===== src/rtl/sexpr_mon_pkg.sv =====
// Shared limits and the saturating-add helper for the implication monitor.
// Pure declarations; no clocked logic lives here.
package sexpr_mon_pkg;

    localparam int MAX_DLY = 31;
    localparam int MAX_NCH = 16;

    // The counter stops at lim instead of wrapping, so a stuck property stays visible.
    function automatic logic [31:0] sat_add(input logic [31:0] cur,
                                            input logic [31:0] inc,
                                            input logic [31:0] lim);
        logic [32:0] sum;
        sum = {1'b0, cur} + {1'b0, inc};
        return (sum > {1'b0, lim}) ? lim : sum[31:0];
    endfunction

endpackage


===== src/rtl/sexpr_impl_chan.sv =====
// One channel of "ante |-> ##[DLY_MIN:DLY_MAX] cons", tracking one attempt per start cycle.
// Pass/fail pulses and counters update one cycle after the deciding sample; no backpressure.
module sexpr_impl_chan
    import sexpr_mon_pkg::*;
#(
    parameter int DLY_MIN  = 1,
    parameter int DLY_MAX  = 3,
    parameter int CNT_W    = 16,
    parameter bit INV_CONS = 1'b0
) (
    input  logic             clk,
    input  logic             rst_n,
    input  logic             ante_i,
    input  logic             cons_i,
    input  logic             disable_i,
    input  logic             clr_i,
    output logic             pass_o,
    output logic             fail_o,
    output logic [CNT_W-1:0] pass_cnt_o,
    output logic [CNT_W-1:0] fail_cnt_o,
    output logic             busy_o
);

    // Keep one storage bit even when the window collapses to the antecedent cycle.
    localparam int          PW      = (DLY_MAX > 0) ? DLY_MAX : 1;
    localparam logic [31:0] CNT_MAX = 32'((64'd1 << CNT_W) - 64'd1);

    logic [PW-1:0]    r_pend;
    logic [PW:0]      w_live;
    logic [PW:0]      w_hit;
    logic             w_ce;
    logic             w_miss;
    logic [5:0]       w_hit_cnt;
    logic             r_pass;
    logic             r_fail;
    logic [CNT_W-1:0] r_pass_cnt;
    logic [CNT_W-1:0] r_fail_cnt;

    always_comb begin
        w_ce      = cons_i ^ INV_CONS;
        w_live    = {r_pend, ante_i};
        w_hit     = '0;
        w_hit_cnt = '0;
        if (disable_i) begin
            w_live = '0;
        end
        for (int k = DLY_MIN; k <= DLY_MAX; k++) begin
            w_hit[k]  = w_live[k] & w_ce;
            w_hit_cnt = w_hit_cnt + {5'd0, w_hit[k]};
        end
        w_miss = w_live[DLY_MAX] & ~w_ce;
    end

    generate
        if (DLY_MAX > 0) begin : g_pend
            always_ff @(posedge clk or negedge rst_n) begin
                if (!rst_n) begin
                    r_pend <= '0;
                end else begin
                    r_pend <= w_live[PW-1:0] & ~w_hit[PW-1:0];
                end
            end
        end else begin : g_nopend
            assign r_pend = '0;
        end
    endgenerate

    always_ff @(posedge clk or negedge rst_n) begin
        if (!rst_n) begin
            r_pass     <= 1'b0;
            r_fail     <= 1'b0;
            r_pass_cnt <= '0;
            r_fail_cnt <= '0;
        end else begin
            r_pass <= |w_hit;
            r_fail <= w_miss;
            if (clr_i) begin
                r_pass_cnt <= '0;
                r_fail_cnt <= '0;
            end else begin
                r_pass_cnt <= CNT_W'(sat_add(32'(r_pass_cnt), 32'(w_hit_cnt), CNT_MAX));
                r_fail_cnt <= CNT_W'(sat_add(32'(r_fail_cnt), 32'(w_miss), CNT_MAX));
            end
        end
    end

    assign pass_o     = r_pass;
    assign fail_o     = r_fail;
    assign pass_cnt_o = r_pass_cnt;
    assign fail_cnt_o = r_fail_cnt;
    assign busy_o     = |r_pend;

endmodule


===== src/rtl/sexpr_impl_monitor.sv =====
// NCH independent implication monitors with packed per-channel counters.
// One-cycle latency from the deciding sample to pulses/counters; no backpressure.
module sexpr_impl_monitor
    import sexpr_mon_pkg::*;
#(
    parameter int NCH      = 4,
    parameter int DLY_MIN  = 1,
    parameter int DLY_MAX  = 3,
    parameter int CNT_W    = 16,
    parameter int INV_CONS = 0
) (
    input  logic                 clk,
    input  logic                 rst_n,
    input  logic [NCH-1:0]       ante_i,
    input  logic [NCH-1:0]       cons_i,
    input  logic [NCH-1:0]       disable_i,
    input  logic                 clr_i,
    output logic [NCH-1:0]       pass_o,
    output logic [NCH-1:0]       fail_o,
    output logic [NCH*CNT_W-1:0] pass_cnt_o,
    output logic [NCH*CNT_W-1:0] fail_cnt_o,
    output logic [NCH-1:0]       busy_o
);

    generate
        if (NCH < 1 || NCH > MAX_NCH || DLY_MIN < 0 || DLY_MIN > MAX_DLY ||
            DLY_MAX < DLY_MIN || DLY_MAX > MAX_DLY || CNT_W < 4 || CNT_W > 32 ||
            (INV_CONS != 0 && INV_CONS != 1)) begin : g_param_err
            $fatal(1, "sexpr_impl_monitor: illegal parameter combination");
        end
    endgenerate

    for (genvar c = 0; c < NCH; c++) begin : g_chan
        sexpr_impl_chan #(
            .DLY_MIN  (DLY_MIN),
            .DLY_MAX  (DLY_MAX),
            .CNT_W    (CNT_W),
            .INV_CONS (INV_CONS != 0)
        ) u_chan (
            .clk        (clk),
            .rst_n      (rst_n),
            .ante_i     (ante_i[c]),
            .cons_i     (cons_i[c]),
            .disable_i  (disable_i[c]),
            .clr_i      (clr_i),
            .pass_o     (pass_o[c]),
            .fail_o     (fail_o[c]),
            .pass_cnt_o (pass_cnt_o[c*CNT_W +: CNT_W]),
            .fail_cnt_o (fail_cnt_o[c*CNT_W +: CNT_W]),
            .busy_o     (busy_o[c])
        );
    end

endmodule


===== config.mk =====
export PLATFORM = sky130hd
export DESIGN_NAME = sexpr_impl_monitor
export DESIGN_NICKNAME = d
export VERILOG_FILES = /design/src/rtl/sexpr_mon_pkg.sv /design/src/rtl/sexpr_impl_chan.sv /design/src/rtl/sexpr_impl_monitor.sv
export SDC_FILE = /design/constraint.sdc
export NUM_CORES = 1
export LEC_CHECK = 0
export BUFFER_PORTS_ARGS = -buffer_cell sky130_fd_sc_hd__clkbuf_2
export CORE_AREA = 4 4 126 128
export DETAILED_ROUTE_END_ITERATION = 6
export DIE_AREA = 0 0 130 132
export PLACE_DENSITY = 0.8
export SLEW_MARGIN = 20
export SYNTH_ARGS = -nofsm -noshare
export SYNTH_HDL_FRONTEND = slang
export SYNTH_SLANG_ARGS = --single-unit

===== constraint.sdc =====
create_clock -name clk -period 8.1 [get_ports clk]
set_input_delay 0 -clock clk [delete_from_list [all_inputs] [get_ports clk]]
set_output_delay 0 -clock clk [all_outputs]
set_load 0.05 [all_outputs]

Yosys cells after proc, flatten, opt, wreduce, memory -nomap -nowiden
Index checks and enable logic that the tools add are counted.

cells by class
  add/sub/neg operators = 16
  $lt $le $gt $ge = 8
  muxes and demuxes = 20
  bitwise operators = 28
  reductions and logical operators = 8

operators with widths
  cell                    number
  $mux W16                16
  $gt A17 B16 Y1 const B  8
  $add A16 B1 Y17         4
  $add A16 B6 Y17         4
  $add A6 B1 Y6           4
  $reduce_or A3 Y1        8
  $and A1 B1 Y1           16
  $mux W4                 4
  $and A3 B3 Y3           4
  $not A3 Y3              4
  $add A1 B1 Y2           4
  $not A1 Y1              4

storage, ports and cells
  flip-flop bits (word level) = 148
  input bits = 15
  output and inout port bits = 140
  word-level logic and storage cells = 100

Longest topological paths before layout
  word-level depth = 8
  depth in mapped cells = 13
  mapped depth without buffers = 12

Cells and area by module
A second synthesis with hierarchy kept.

unflattened totals
  cells, all modules = 752
  area, all modules = 7542.2 µm²

by module, submodules not included
  module           times used  cells each  area an instance (µm²)  seq. area each (µm²)
  sexpr_impl_chan  4           188         1885.6                  925.9

Worst setup path after synthesis
No wires, ideal clock.

  kind = flip-flop to flip-flop
  from = register g_chan[3].u_chan.r_pend[0]
  to = register g_chan[3].u_chan.r_pass_cnt[11]
  library setup time = 82 ps
  arrival = 2757 ps
  required time = 8018 ps
  path slack = 5261 ps
  cell stages (with the launch flop) = 13
  path buffers = 1
  period minus slack after synthesis = 2839 ps
  cell sequence = dfrtp_1 -> and2_1 -> inv_1 -> fa_1 -> inv_1 -> ha_1 -> inv_1 -> fa_1 -> nand2b_1 -> a2111oi_4 -> nand3_1 -> buf_2 -> a31oi_1

between the ends
  word-level cells in the longest chain between the ends = 8

ends and longest elaborated chain
  element                 RTL line               source
  from (decl)             sexpr_impl_chan.sv:28  logic [PW-1:0] r_pend;
  from (signal assigned)  sexpr_impl_chan.sv:60  r_pend <= w_live[PW-1:0] & ~w_hit[PW-1:0];
  $mux W4 (*)             sexpr_impl_chan.sv:44  if (disable_i) begin
  $and A1 B1 Y1 (*)       sexpr_impl_chan.sv:48  w_hit[k] = w_live[k] & w_ce;
  $add A1 B1 Y2 (*)       sexpr_impl_chan.sv:49  w_hit_cnt = w_hit_cnt + {5'd0, w_hit[k]};
  $add A6 B1 Y6 (*)       sexpr_impl_chan.sv:49
  $add A16 B6 Y17 (*)     sexpr_mon_pkg.sv:13    sum = {1'b0, cur} + {1'b0, inc};
  $gt A17 B16 Y1          sexpr_mon_pkg.sv:14    return (sum > {1'b0, lim}) ? lim : sum[31:0];
  $mux W16 (*)            sexpr_mon_pkg.sv:14
  $mux W16 (*)            sexpr_impl_chan.sv:77  if (clr_i) begin
  to (signal assigned)    sexpr_impl_chan.sv:81  r_pass_cnt <= CNT_W'(sat_add(32'(r_pass_cnt), 32'(w_hit_cnt), CNT_MAX));
  to (decl)               sexpr_impl_chan.sv:36  logic [CNT_W-1:0] r_pass_cnt;

Mark *: on every way between the ends. The rest lies on a longest branch, timed or not.

Worst setup path in the final report
  from = input port cons_i[3]
  to = register g_chan[3].u_chan.r_pass_cnt[13]

between the ends
  word-level cells in the longest chain between the ends = 7
  elaborated cells between the ends (all ways) = 9
  classes of those cells = 3 x add/sub; 1 x order compare; 2 x mux; 3 x bitwise

ends and longest elaborated chain
  element              RTL line                  source
  from (decl)          sexpr_impl_monitor.sv:15  input logic [NCH-1:0] cons_i,
  $and A1 B1 Y1        sexpr_impl_chan.sv:48
  $add A1 B1 Y2        sexpr_impl_chan.sv:49
  $add A6 B1 Y6 (*)    sexpr_impl_chan.sv:49
  $add A16 B6 Y17 (*)  sexpr_mon_pkg.sv:13
  $gt A17 B16 Y1       sexpr_mon_pkg.sv:14
  $mux W16 (*)         sexpr_mon_pkg.sv:14
  $mux W16 (*)         sexpr_impl_chan.sv:77

Marks and branches as above.

==> out/qor.txt <==
Initial Utilization -> 54.0%
Synth Register Bits -> 148
post-synthesis net count -> 869
row count -> 45
setup ws final -> 4.72 ns
layout cells sized above 1 -> 21.2%
DP Worst Slack -> 4.85 ns
antenna violations before repair -> 0
Worst Path Max Fanout -> 13
Synth area leaders -> dfrtp_1, a21oi_1, ha_1, xnor2_1, xor2_1
CORE AREA -> 0.0149 mm2
post-synthesis sequential area ratio -> 46.2%
Comb power frac -> 3.9%
Finished Core Util -> 64.5%
Sink Count -> 148
leading cell type in the layout, fill and taps excluded -> clkbuf_2
CP bufs+invs -> 5
GR Overflow Total -> 0
first-pass GRT wire length -> 30200 um
Post-synth EDFFs -> 0
syn_area_per_cell -> 9.90 um2
register area -> 0.00370 mm2
Clk network pwr share -> 49.8%
Yosys top cell area share -> 46.2%
Psw -> 0.359 mW
Placed Instances -> 1116
Top Ports -> 155
total number of vias -> 6573
CTS clock-pin slew for the worst setup and hold paths -> 0.06 ns
final instance area -> 0.00959 mm2
Reg power frac -> 46.3%
Hold Fails Final Rpt -> 0
number of gates resized after CTS -> 0
# Post-CTS Setup Buffers -> 0
WL/cell -> 15.3 um
Final setup violation count -> 0
Clock Tree Root -> clkbuf_16
Slew @ Worst Pin -> 0.803 ns
achievable frequency -> 296 MHz
width of the die -> 130 um
fin nets -> 1019
synthesis-to-layout area growth -> 19.5%
DRT antenna net count -> 0
GPL Wtd Cong -> 0.846
Vias per Instance -> 5.66
Post-DP Area -> 0.00885 mm2
Post-Syn Instances -> 810
relative max-transition margin -> 46.5%
n_diodes -> 0
initial DRC count -> 315
Clock Latency Late Sink -> 0.42 ns
CTS Buf Count -> 17
area leader, netlist -> dfrtp_1
synthesized area -> 0.00802 mm2
Critical Path Source Type -> primary input
CTS H-tree lvls -> 4
HPWL Detailed -> 12300 um
asr flop ratio synth -> 100%
GRT Total Usage -> 21.5%
CP peak stage delay -> 0.55 ns
Post-Layout Cell Count -> 1161
Slew Limit Fails -> 0
vias in the first global route -> 6393
Switching Share -> 22.3%
Power Density -> 168 mW/mm2
Max Buffers Root-to-Sink -> 2
CP Cell Sequence -> dlygate4sd3_1, clkbuf_2, nor2b_1, and2_1, inv_1, fa_1, inv_1, ha_1, inv_1, fa_1, nand2b_1, a2111oi_4, nand3_1, a21oi_1
maximum vdd drop -> 0.129 mV
post-route setup TNS -> 0 ns
Setup Crit Path Kind -> primary input to flop
max_cap viols -> 0
area of the multi-input gates -> 0.00394 mm2
Max Clock Skew -> 0.00617 ns
height of the die -> 132 um
DRC viols -> 0
post-layout min period -> 3.38 ns
TritonCTS clock tree -> built
Worst path slowest cell -> dlygate4sd3_1
most frequent cells in the layout -> clkbuf_2, dfrtp_1, a21oi_1, inv_1, nand2_1
Worst EP required -> 8.43 ns
prevailing post-synth register cell -> dfrtp_1
crit path DAT -> 3.71 ns
HP Class -> primary input to flop
Tcrit/Tclk final -> 41.7%
RSZ-0062 raised after global routing -> false
Unique masters post-synth -> 59
most frequent CP cell -> inv_1
Worst path top cell family by delay -> simple AND/OR/NAND/NOR gates
DRT Pass-1 Iters -> 4
outcome -> complete, no violations
die outline area -> 0.0172 mm2
Buffers on Ports -> 154
Pleak -> 4.54 nW
drt total wl -> 17800 um
YS warnings -> 0
Hold Buf Count CTS -> 13
fill cell count -> 1219
crit path capture type -> flop
cell internal pwr -> 1.25 mW
largest net degree at the start of global routing -> 88
path summary, 6_finish.rpt:
| kind | startpoint | to | slack [ns] | depth (start not counted) |
|---|---|---|---|---|
| worst max register to register | g_chan[3].u_chan.r_pend[0]$_DFF_PN0_ | g_chan[3].u_chan.pass_cnt_o[13]$_DFF_PN0_ | 4.84 | 11 |
| max in group asynchronous | rst_n | g_chan[0].u_chan.pass_o$_DFF_PN0_ | 6.61 | 3 |
| worst max-delay path | cons_i[3] | g_chan[3].u_chan.pass_cnt_o[13]$_DFF_PN0_ | 4.72 | 14 |
| worst min-delay path | clr_i | g_chan[0].u_chan.fail_cnt_o[3]$_DFF_PN0_ | 0.1 | 2 |
| min in group asynchronous | rst_n | g_chan[2].u_chan.pass_o$_DFF_PN0_ | 0.22 | 2 |
| worst min register to register | g_chan[0].u_chan.r_pend[0]$_DFF_PN0_ | g_chan[0].u_chan.r_pend[1]$_DFF_PN0_ | 0.49 | 1 |
state kept, by name (all words and copies together) (netlist names):
register	flops
g_chan.u_chan.fail_cnt_o	64
g_chan.u_chan.fail_o	4
g_chan.u_chan.pass_cnt_o	64
g_chan.u_chan.pass_o	4
g_chan.u_chan.r_pend	12
kinds of logic (layout without fill, tap and decap cells):
| group | after synthesis | in the layout | share of synthesized area, % |
|---|---|---|---|
| adders and majority gates | 44 | 44 | 7.61 |
| DFF | 148 | 148 | 46.2 |
| and+or+nand+nor | 267 | 267 | 18.6 |
| AOI/OAI and AO/OA | 191 | 191 | 14.8 |
| muxes | 2 | 2 | 0.250 |
| xor gates and xnor gates | 72 | 72 | 7.86 |
| buffers and inverters | 86 | 249 | 4.71 |
power groups by stage:
stage	logic, mW	clock network (mW)	registers, mW
2_1_floorplan	0.0307	0	0.763
3_3_place_gp	0.0590	0	0.759
3_5_place_dp	0.0599	0	0.759
4_1_cts	0.0649	0.821	0.745
5_1_grt	0.0717	0.852	0.745
6_report	0.0631	0.803	0.745
through the flow:
stage | power, mW | hold WS (ns)
4_1_cts | 1.63 | 0.0885
5_1_grt | 1.67 | 0.135
2_1_floorplan | 0.794 | -0.296
3_5_place_dp | 0.819 | 0.124
3_3_place_gp | 0.818 | 0.114
6_report | 1.61 | 0.0980
synthesized netlist by cell type, drive strengths merged, types with 21 or more instances:
cell	number
a21oi	116
dfrtp	148
ha	36
inv	48
nand2	48
nand3	29
nand4	21
nor2	38
nor2b	22
nor3	29
xnor2	46
xor2	26
routing by layer:
metal	global-route usage [%]	routed length, um	share of wire, %	vias to the layer above
met5	0	0	0	-
met1	28.8	7920	44	3202
met3	5.63	1010	5.7	25
li1	-	-	-	3184
met4	6.52	300	1.7	0
met2	34.2	8580	48	162
layout make-up:
class                           count  share of cell area, %
Inverter                           48                   1.88
Clock buffer                       20                   4.66
Tap cell                          188                   2.45
Multi-Input combinational cell    576                   41.1
Clock inverter                     12                   1.62
Sequential cell                   148                   38.6
Timing Repair Buffer              169                   9.65
Power figures use the tool's default switching activity.
